==> config.mk <==
export PLATFORM = sky130hd
export DESIGN_NAME = forney_syndrome_compute
export DESIGN_NICKNAME = d
export VERILOG_FILES = /design/src/rtl/rs_pkg.sv /design/src/rtl/gf_mult_8.sv /design/src/rtl/forney_syndrome_compute.sv
export SDC_FILE = /design/constraint.sdc
export NUM_CORES = 2
export LEC_CHECK = 0
export ABC_AREA = 1
export BUFFER_PORTS_ARGS = -buffer_cell sky130_fd_sc_hd__buf_2
export CORE_ASPECT_RATIO = 0.7
export CORE_MARGIN = 8
export CORE_UTILIZATION = 59
export DETAILED_ROUTE_END_ITERATION = 7
export GPL_TIMING_DRIVEN = 0
export PLACE_DENSITY_LB_ADDON = 0.08
export RECOVER_POWER = 50
export SYNTH_ARGS = -nofsm -noshare
export SYNTH_HDL_FRONTEND = slang
export SYNTH_SLANG_ARGS = --single-unit
==> constraint.sdc <==
create_clock -name clock -period 3.49 [get_ports clock]
set_input_delay 0.1745 -clock clock [delete_from_list [all_inputs] [get_ports clock]]
set_output_delay 0.1745 -clock clock [all_outputs]
set_load 0.01 [all_outputs]
==> src/rtl/rs_pkg.sv <==
`default_nettype none
// ============================================================================
//  Package   : rs_pkg
//  Purpose   : Shared Reed-Solomon decoder definitions: symbol width, GF(2^8)
//              reduction polynomial and the Forney-syndrome stage state set.
//  Revision  : 1.0  initial release
// ============================================================================
package rs_pkg;

    // Symbol width of the GF(2^8) field
    localparam int SYM_W = 8;

    // Low byte of the field polynomial x^8+x^4+x^3+x^2+1 (0x11D)
    localparam logic [SYM_W-1:0] GF_POLY = 8'h1D;

    // Forney syndrome stage sequencing
    typedef enum logic [2:0] {
        ST_IDLE  = 3'd0,
        ST_LOAD  = 3'd1,
        ST_FETCH = 3'd2,
        ST_OUT   = 3'd3,
        ST_FIN   = 3'd4
    } state_e;

endpackage : rs_pkg
`default_nettype wire

==> src/rtl/gf_mult_8.sv <==
`default_nettype none
// ============================================================================
//  Module    : gf_mult_8
//  Purpose   : Combinational GF(2^8) multiplier, shift-and-add with reduction
//              by the shared field polynomial after every shift.
//  Revision  : 1.0  initial release
// ============================================================================
module gf_mult_8
    import rs_pkg::*;
(
    input  logic [SYM_W-1:0] a_i,
    input  logic [SYM_W-1:0] b_i,
    output logic [SYM_W-1:0] p_o
);

    logic [SYM_W-1:0] w_acc;
    logic [SYM_W-1:0] w_sh;

    // Accumulate a*x^i for every set bit of b, keeping a*x^i reduced
    always_comb begin
        w_acc = '0;
        w_sh  = a_i;
        for (int i = 0; i < SYM_W; i++) begin
            if (b_i[i]) begin
                w_acc = w_acc ^ w_sh;
            end
            w_sh = {w_sh[SYM_W-2:0], 1'b0} ^ (w_sh[SYM_W-1] ? GF_POLY : '0);
        end
        p_o = w_acc;
    end

endmodule : gf_mult_8
`default_nettype wire

==> src/rtl/forney_syndrome_compute.sv <==
`default_nettype none
// ============================================================================
//  Module    : forney_syndrome_compute
//  Purpose   : Buffers 2t syndromes, fetches the erasure locator coefficients
//              and produces T(x) = S(x)*Gamma(x) mod x^(2t) over GF(2^8),
//              streaming T_0..T_(P-1) to the errata-locator stage.
//  Revision  : 1.0  initial release
// ============================================================================
module forney_syndrome_compute
    import rs_pkg::*;
#(
    parameter int WIDTH           = 5,
    parameter int NUMBER_OF_COEFS = 16
) (
    input  logic              clock,
    input  logic              reset,
    input  logic              start,
    input  logic [WIDTH-1:0]  no_of_parity,
    input  logic [WIDTH-1:0]  no_of_erasure_coefs,
    input  logic              synd_valid,
    input  logic [SYM_W-1:0]  synd_in,
    output logic              send_erasure_polyn,
    input  logic              erasure_coef_ready,
    input  logic [SYM_W-1:0]  erasure_loc_polyn,
    output logic              t_valid,
    output logic [SYM_W-1:0]  t_data,
    output logic [WIDTH-1:0]  t_addr,
    output logic              busy,
    output logic              done,
    output logic              erasure_overflow
);

    localparam int               IDX_W   = $clog2(NUMBER_OF_COEFS);
    localparam logic [WIDTH-1:0] C_MAX_P = WIDTH'(NUMBER_OF_COEFS);

    state_e           state_q, state_d;
    logic [WIDTH-1:0] p_q,     p_d;      // clamped 2t
    logic [WIDTH-1:0] e_q,     e_d;      // locator degree
    logic [WIDTH-1:0] idx_q,   idx_d;    // load index, then output index
    logic [WIDTH-1:0] req_q,   req_d;    // coefficient requests issued
    logic [WIDTH-1:0] rcv_q,   rcv_d;    // coefficients received (= j)
    logic             ovf_q,   ovf_d;
    logic [SYM_W-1:0] syn_q [NUMBER_OF_COEFS];
    logic [SYM_W-1:0] syn_d [NUMBER_OF_COEFS];
    logic [SYM_W-1:0] t_q   [NUMBER_OF_COEFS];
    logic [SYM_W-1:0] t_d   [NUMBER_OF_COEFS];

    logic [WIDTH-1:0] w_p_clamp;
    logic             w_tap  [NUMBER_OF_COEFS];
    logic [IDX_W-1:0] w_sidx [NUMBER_OF_COEFS];
    logic [SYM_W-1:0] w_sop  [NUMBER_OF_COEFS];
    logic [SYM_W-1:0] w_prod [NUMBER_OF_COEFS];

    assign w_p_clamp = (no_of_parity > C_MAX_P) ? C_MAX_P : no_of_parity;

    // One multiplier per T position: term Gamma_j * S[k-j] for k in j..P-1
    for (genvar k = 0; k < NUMBER_OF_COEFS; k++) begin : g_mult
        localparam logic [WIDTH-1:0] C_K  = WIDTH'(k);
        localparam logic [IDX_W-1:0] C_KI = IDX_W'(k);

        assign w_tap[k]  = (C_K >= rcv_q) && (C_K < p_q);
        assign w_sidx[k] = C_KI - rcv_q[IDX_W-1:0];
        assign w_sop[k]  = w_tap[k] ? syn_q[w_sidx[k]] : '0;

        gf_mult_8 u_gf_mult (
            .a_i (erasure_loc_polyn),
            .b_i (w_sop[k]),
            .p_o (w_prod[k])
        );
    end

    // State, counters and buffers
    always_ff @(posedge clock or negedge reset) begin
        if (!reset) begin
            state_q <= ST_IDLE;
            p_q     <= '0;
            e_q     <= '0;
            idx_q   <= '0;
            req_q   <= '0;
            rcv_q   <= '0;
            ovf_q   <= 1'b0;
            for (int i = 0; i < NUMBER_OF_COEFS; i++) begin
                syn_q[i] <= '0;
                t_q[i]   <= '0;
            end
        end else begin
            state_q <= state_d;
            p_q     <= p_d;
            e_q     <= e_d;
            idx_q   <= idx_d;
            req_q   <= req_d;
            rcv_q   <= rcv_d;
            ovf_q   <= ovf_d;
            for (int i = 0; i < NUMBER_OF_COEFS; i++) begin
                syn_q[i] <= syn_d[i];
                t_q[i]   <= t_d[i];
            end
        end
    end

    // Next-state, datapath updates and strobes
    always_comb begin
        state_d            = state_q;
        p_d                = p_q;
        e_d                = e_q;
        idx_d              = idx_q;
        req_d              = req_q;
        rcv_d              = rcv_q;
        ovf_d              = ovf_q;
        syn_d              = syn_q;
        t_d                = t_q;
        send_erasure_polyn = 1'b0;
        t_valid            = 1'b0;
        t_data             = '0;
        t_addr             = '0;
        done               = 1'b0;

        case (state_q)
            ST_IDLE: begin
                if (start) begin
                    p_d   = w_p_clamp;
                    e_d   = no_of_erasure_coefs;
                    idx_d = '0;
                    req_d = '0;
                    rcv_d = '0;
                    ovf_d = 1'b0;
                    for (int i = 0; i < NUMBER_OF_COEFS; i++) begin
                        t_d[i] = '0;
                    end
                    if (no_of_erasure_coefs > w_p_clamp) begin
                        ovf_d   = 1'b1;
                        state_d = ST_FIN;
                    end else begin
                        state_d = ST_LOAD;
                    end
                end
            end

            ST_LOAD: begin
                if (p_q == '0) begin
                    state_d = ST_FETCH;
                end else if (synd_valid) begin
                    syn_d[idx_q[IDX_W-1:0]] = synd_in;
                    idx_d = idx_q + 1'b1;
                    if (idx_q + 1'b1 == p_q) begin
                        idx_d   = '0;
                        state_d = ST_FETCH;
                    end
                end
            end

            ST_FETCH: begin
                // Request exactly E+1 coefficients, back to back
                if (req_q <= e_q) begin
                    send_erasure_polyn = 1'b1;
                    req_d = req_q + 1'b1;
                end
                if (erasure_coef_ready && (rcv_q <= e_q)) begin
                    for (int i = 0; i < NUMBER_OF_COEFS; i++) begin
                        if (w_tap[i]) begin
                            t_d[i] = t_q[i] ^ w_prod[i];
                        end
                    end
                    rcv_d = rcv_q + 1'b1;
                    if (rcv_q == e_q) begin
                        idx_d   = '0;
                        state_d = ST_OUT;
                    end
                end
            end

            ST_OUT: begin
                if (idx_q < p_q) begin
                    t_valid = 1'b1;
                    t_addr  = idx_q;
                    t_data  = t_q[idx_q[IDX_W-1:0]];
                end
                idx_d = idx_q + 1'b1;
                if (idx_q + 1'b1 >= p_q) begin
                    state_d = ST_FIN;
                end
            end

            ST_FIN: begin
                done    = 1'b1;
                state_d = ST_IDLE;
            end

            default: begin
                state_d = ST_IDLE;
            end
        endcase
    end

    assign busy             = (state_q == ST_LOAD) || (state_q == ST_FETCH) || (state_q == ST_OUT);
    assign erasure_overflow = ovf_q;

endmodule : forney_syndrome_compute
`default_nettype wire
==> results.txt, run 1 <==
Register bit total from synthesis: 285
Number of synthesized flops with an enable pin: 0
Failed at: global routing
Initial Util: 59.5%
Ys Warns: 0
Status: did not finish
Gr ovfl total: 1
GRT Util Overall: 67.5%
H-Tree Level Count: 1
Clock Sinks: 285
Die width: 321 um
Final RePlAce weighted congestion: 1.45
Placed inst area: 39800 um2
CTS Root Buffer Type: clkbuf_16
PortBufs: 46
Sequential share of the synthesized area: 18.6%
Cells after DPL: 7923
Pin count of the biggest net entering global routing: 123
HPWL after DPL: 184000 um
Cell count after synthesis: 6995
Mean post-synth cell area: 5.49 um2
Num rows: 78
Post-synth ARST share: 100%
Synth Flop Type: dfrtp_1
Syn Std Cell Area: 38400 um2
CTS Buf Count: 29
Synth unique cells: 57
Post-Syn Nets: 7070
# IOs: 49
Tool Error: [ERROR GRT-0232] Routing congestion too high. Check the congestion heatmap in the GUI.
Clock buffer depth: 3
Die height: 230 um
[kinds of logic after synthesis]
family,Yosys count,synth area share (%)
XOR/XNOR,335,7.82
buffers and inverters,967,10.0
multiplexers,2,0.0521
AO/OA/AOI/OAI,669,9.28
flip-flops,285,18.6
AND/OR/NAND/NOR,4693,52.8
adder cells (fa/ha/maj),44,1.43
[synthesized netlist by cell type, types with 3 or more instances]
master	n	area (um2)
a211oi_1	6	45.0
a21o_1	4	30.0
a21oi_1	102	510
buf_1	36	135
buf_2	109	546
buf_4	14	105
buf_6	5	56.3
clkbuf_1	184	691
clkinv_1	9	33.8
dfrtp_1	285	7130
ha_1	44	551
inv_1	579	2170
inv_2	29	109
nand2_1	2146	8060
nand2_2	11	68.8
nand2b_1	4	25.0
nand3_1	1159	5800
nand3_2	30	300
nand3b_1	68	510
nand4_1	177	1110
nor2_1	986	3700
nor2_2	20	125
nor2_4	6	67.6
nor2b_1	9	56.3
nor3_1	18	90.1
nor4_1	4	25.0
o211ai_1	38	285
o21ai_0	444	2220
o21ai_1	36	180
o21bai_1	13	97.6
o22ai_1	12	75.1
or2_0	3	18.8
or2_1	30	188
or2_2	15	93.8
xnor2_1	152	1330
xnor2_2	3	48.8
xor2_1	175	1530
xor2_2	4	65.1
[metrics by stage]
step | hold slack [ns] | setup WS [ns]
after floorplan | -0.121 | 0.0425
after global placement | 0.405 | -3.18
after detailed placement | 0.131 | -2.35
after CTS | 0.0365 | -0.0268
[layer usage]
layer  track usage, %  GRT overflow
met1             72.9             1
met2             76.4             0
met3             61.0             0
met4             50.6             0
met5             42.7             0
[repair_timing]
item,CTS
pin swaps,71
buffers inserted,53
endpoints found under the hold margin,118
resized for setup,556
gates cloned,4
hold buffers,18
endpoints found under the setup margin,235
==> inputs of run 2 (changes only) <==
- CORE_ASPECT_RATIO: 0.7 -> default
- CORE_UTILIZATION: 59 -> 40
- PLACE_DENSITY_LB_ADDON: 0.08 -> 0.15
- clock period: 3.49 -> 4.55 ns (I/O delays scaled with it)
==> run 2 against run 1 <==
Net effect: the flow now finishes, with violations (DRC, capacitance limit, slew limit, setup timing); synthesized cell count is the same; area after synthesis stayed put.
==> results.txt, run 2 <==
Detailed Routing Iterations Pass 1: 8
Reg clk slew, reported paths: 0.06 ns
Post-route setup slack: -0.221 ns
Clock Skew: 0.0365 ns
Cells after DPL: 8312 (was 7923)
Skew-Pair Late Insertion Delay: 0.63 ns
DR WL/cell: 33.4 um
Reg2reg setup slack: -0.22 ns
Critical path required time: 5.08 ns
FMAX: 210 MHz
Maxcap violations: 20
Worst hold slack: 0.0339 ns
CP Capture Type: flop
Pin count of the biggest net entering global routing: 111
Startpoint Class: flop
Final Hold Vio Count: 0
Post-Syn Nets: 7070 (unchanged)
Die height: 326 um (was 230 um)
Die width: 326 um (was 321 um)
Clock Sinks: 285 (unchanged)
Failing checks: DRC, capacitance limit, slew limit, setup timing
Dpl ws: -1.11 ns (was -2.35 ns)
Top flop regs: syn_q x128, t_q x128
CTS tree: built
Synth unique cells: 57 (unchanged)
Critical path, cell by cell: nor2_1 > inv_1 > nor2_1 > inv_1 > nor2_2 > inv_1 > clkbuf_1 > clkbuf_1 > clkbuf_1 > nand2_1 > nor2_1
Mux contribution to synthesized area: 0.0521% (unchanged)
First-pass GRT wire length: 375000 um
Vias: 54400
Register bit total from synthesis: 285 (unchanged)
Xor/xnor share of the synthesized area: 7.82% (unchanged)
Sequential share of the synthesized area: 18.6% (unchanged)
DRC Markers: 2
Worst hold stages: 3
Number of synthesized flops with an enable pin: 0 (unchanged)
Gr ovfl total: 0
Max transition margin: -163%
Worst reg2reg endpoint: t_q[40]
CTS Buf Count: 37 (was 29)
DIE AREA: 106000 um2
Share of the synthesized area in the top cell type: 21.0% (unchanged)
Synth Flop Type: dfrtp_1 (unchanged)
Kind of critical path: reg2reg
Buf/Inv on CP: 6
Most frequent cells in the layout: nand2_1 (2130), nand3_1 (1109), nor2_1 (979)
Crit path largest cell delay: 1.20 ns
Hold path start: synd_in[7]
Synth cell count leaders: nand2_1 (2146), nand3_1 (1159), nor2_1 (986) (unchanged)
Complex-gate fraction of the synthesized area: 9.28% (unchanged)
Layout cells sized above 1: 7.02%
Routed Antenna Nets: 0
CTS Root Buffer Type: clkbuf_16 (unchanged)
Num rows: 113 (was 78)
Tcrit/Tclk final: 105%
Total Nets Final: 7181
Combinational family with the most area after synthesis: simple AND/OR/NAND/NOR gates (unchanged)
Yosys top cell by area: nand2_1 (unchanged)
DRT Wirelength: 281000 um
Starting DRT DRC Count: 9513
HPWL after DPL: 222000 um (was 184000 um)
CP top delay family: buffers and inverters
Minimum clock period: 4.77 ns
Synth top area cells: nand2_1 (21%), dfrtp_1 (19%), nand3_1 (15%), nor2_1 (9.6%), o21ai_0 (5.8%) (unchanged)
# setup viols final: 19
Final RePlAce weighted congestion: 1.14 (was 1.45)
Hold endpoint: syn_q[31]
Ys Warns: 0 (unchanged)
Core area: 95200 um2
Syn Std Cell Area: 38400 um2 (unchanged)
Status: complete, but fails checks (was did not finish)
Slowest cell on crit path: clkbuf_1
Worst R2R Path Depth: 11
Clock buffer depth: 3 (unchanged)
Cell count after synthesis: 6995 (unchanged)
Worst-path maximum fanout: 10
Post-Synth Adder-Cell Area: 1.43% (unchanged)
Area Overhead vs Synth: 10.9%
Reg-to-reg critical path startpoint: state_q[0]
Top-count cell post-synth: nand2_1 (unchanged)
Initial Util: 40.4% (was 59.5%)
Number of global-route vias before repair: 48100
# IOs: 49 (unchanged)
GRT Util Overall: 50.0%
Post-Layout Cell Count: 8424
Via density: 6.46
Mean post-synth cell area: 5.49 um2 (unchanged)
H-Tree Level Count: 2 (was 1)
Final slew viol count: 251
Worst Path Arrival: 5.30 ns
Initial antenna violation count: 32
PortBufs: 46 (unchanged)
Post-synth ARST share: 100% (unchanged)
Commonest non-fill, non-tap cell in the layout: nand2_1
Finished Core Util: 44.8%
Share of synthesized cell area in and, or, nand and nor gates: 52.8% (unchanged)
Worst hold path type: in2reg
Least-Margin Pin Slew: 3.95 ns
[run 2: cell counts after synthesis]
Identical to the previous run, type by type.
[run 2: layout make-up]
type	instances	area, um2
tap	1265	1580
buffer	344	1620
fill	10400	52500
antenna	27	67.6
sequential	285	7130
multi-input combinational	5743	28100
timing repair buffer	76	616
clock buffer	53	1090
clock inverter	12	126
inverter	619	2340
[run 2: cell families (layout without fill, tap and decap cells)]
family | Yosys count | after routing
compound gates | 669 | 669
xor+xnor | 335 | 335
simple gates | 4693 | 4693
other cells | 0 | 27
flops | 285 | 285
buf+inv | 967 | 1104
fa+ha+maj | 44 | 44
mux | 2 | 2
[run 2: repair_timing]
action,4_1_cts,5_1_grt
pin swaps,1,6
hold endpoints to repair,80,0
endpoints found under the setup margin,120,145
cloned,0,0
buffers inserted,1,7
hold buffers,12,0
resized for setup,94,100
[run 2: through the flow]
step | instance area (um2) | TNS, ns
2_1_floorplan | 38400 | 0
3_3_place_gp | 40200 | -808.86
3_5_place_dp | 40400 | -64.47
4_1_cts | 42100 | 0
5_1_grt | 42600 | -0.0499
6_report | 42600 | -2.10
[run 2: worst register-to-register path: cells and delay by family (launching register included)]
| kind | cells | cell delay, ns |
|---|---|---|
| flops | 1 | 0.38 |
| buf+inv | 6 | 3.66 |
| simple gates | 5 | 0.65 |
[run 2: how the worst max path moves through the flow]
stage,from,end,slack (ns),depth (start not counted)
4_1_cts,rcv_q[0],t_q[122],0.009,22
6_report,state_q[0],t_q[40],-0.22,11
5_1_grt,rcv_q[2],t_q[120],-0.03,24
2_1_floorplan,rcv_q[1],t_q[24],1.10,23
3_5_place_dp,rcv_q[1],t_q[24],-1.11,23
3_3_place_gp,reset,t_q[19],-2.68,1
[run 2: routing by layer]
layer	routed length (um)	vias up	global-route usage, %
met5	74	-	0.0453
met4	27100	10	38.5
met3	48100	1241	25.4
met2	106000	4847	67.4
met1	99700	25400	59.5
li1	-	22900	-
Power of run 2 is not shown: default switching activity piles up to over one toggle a cycle in this logic, so the estimate is an artifact.
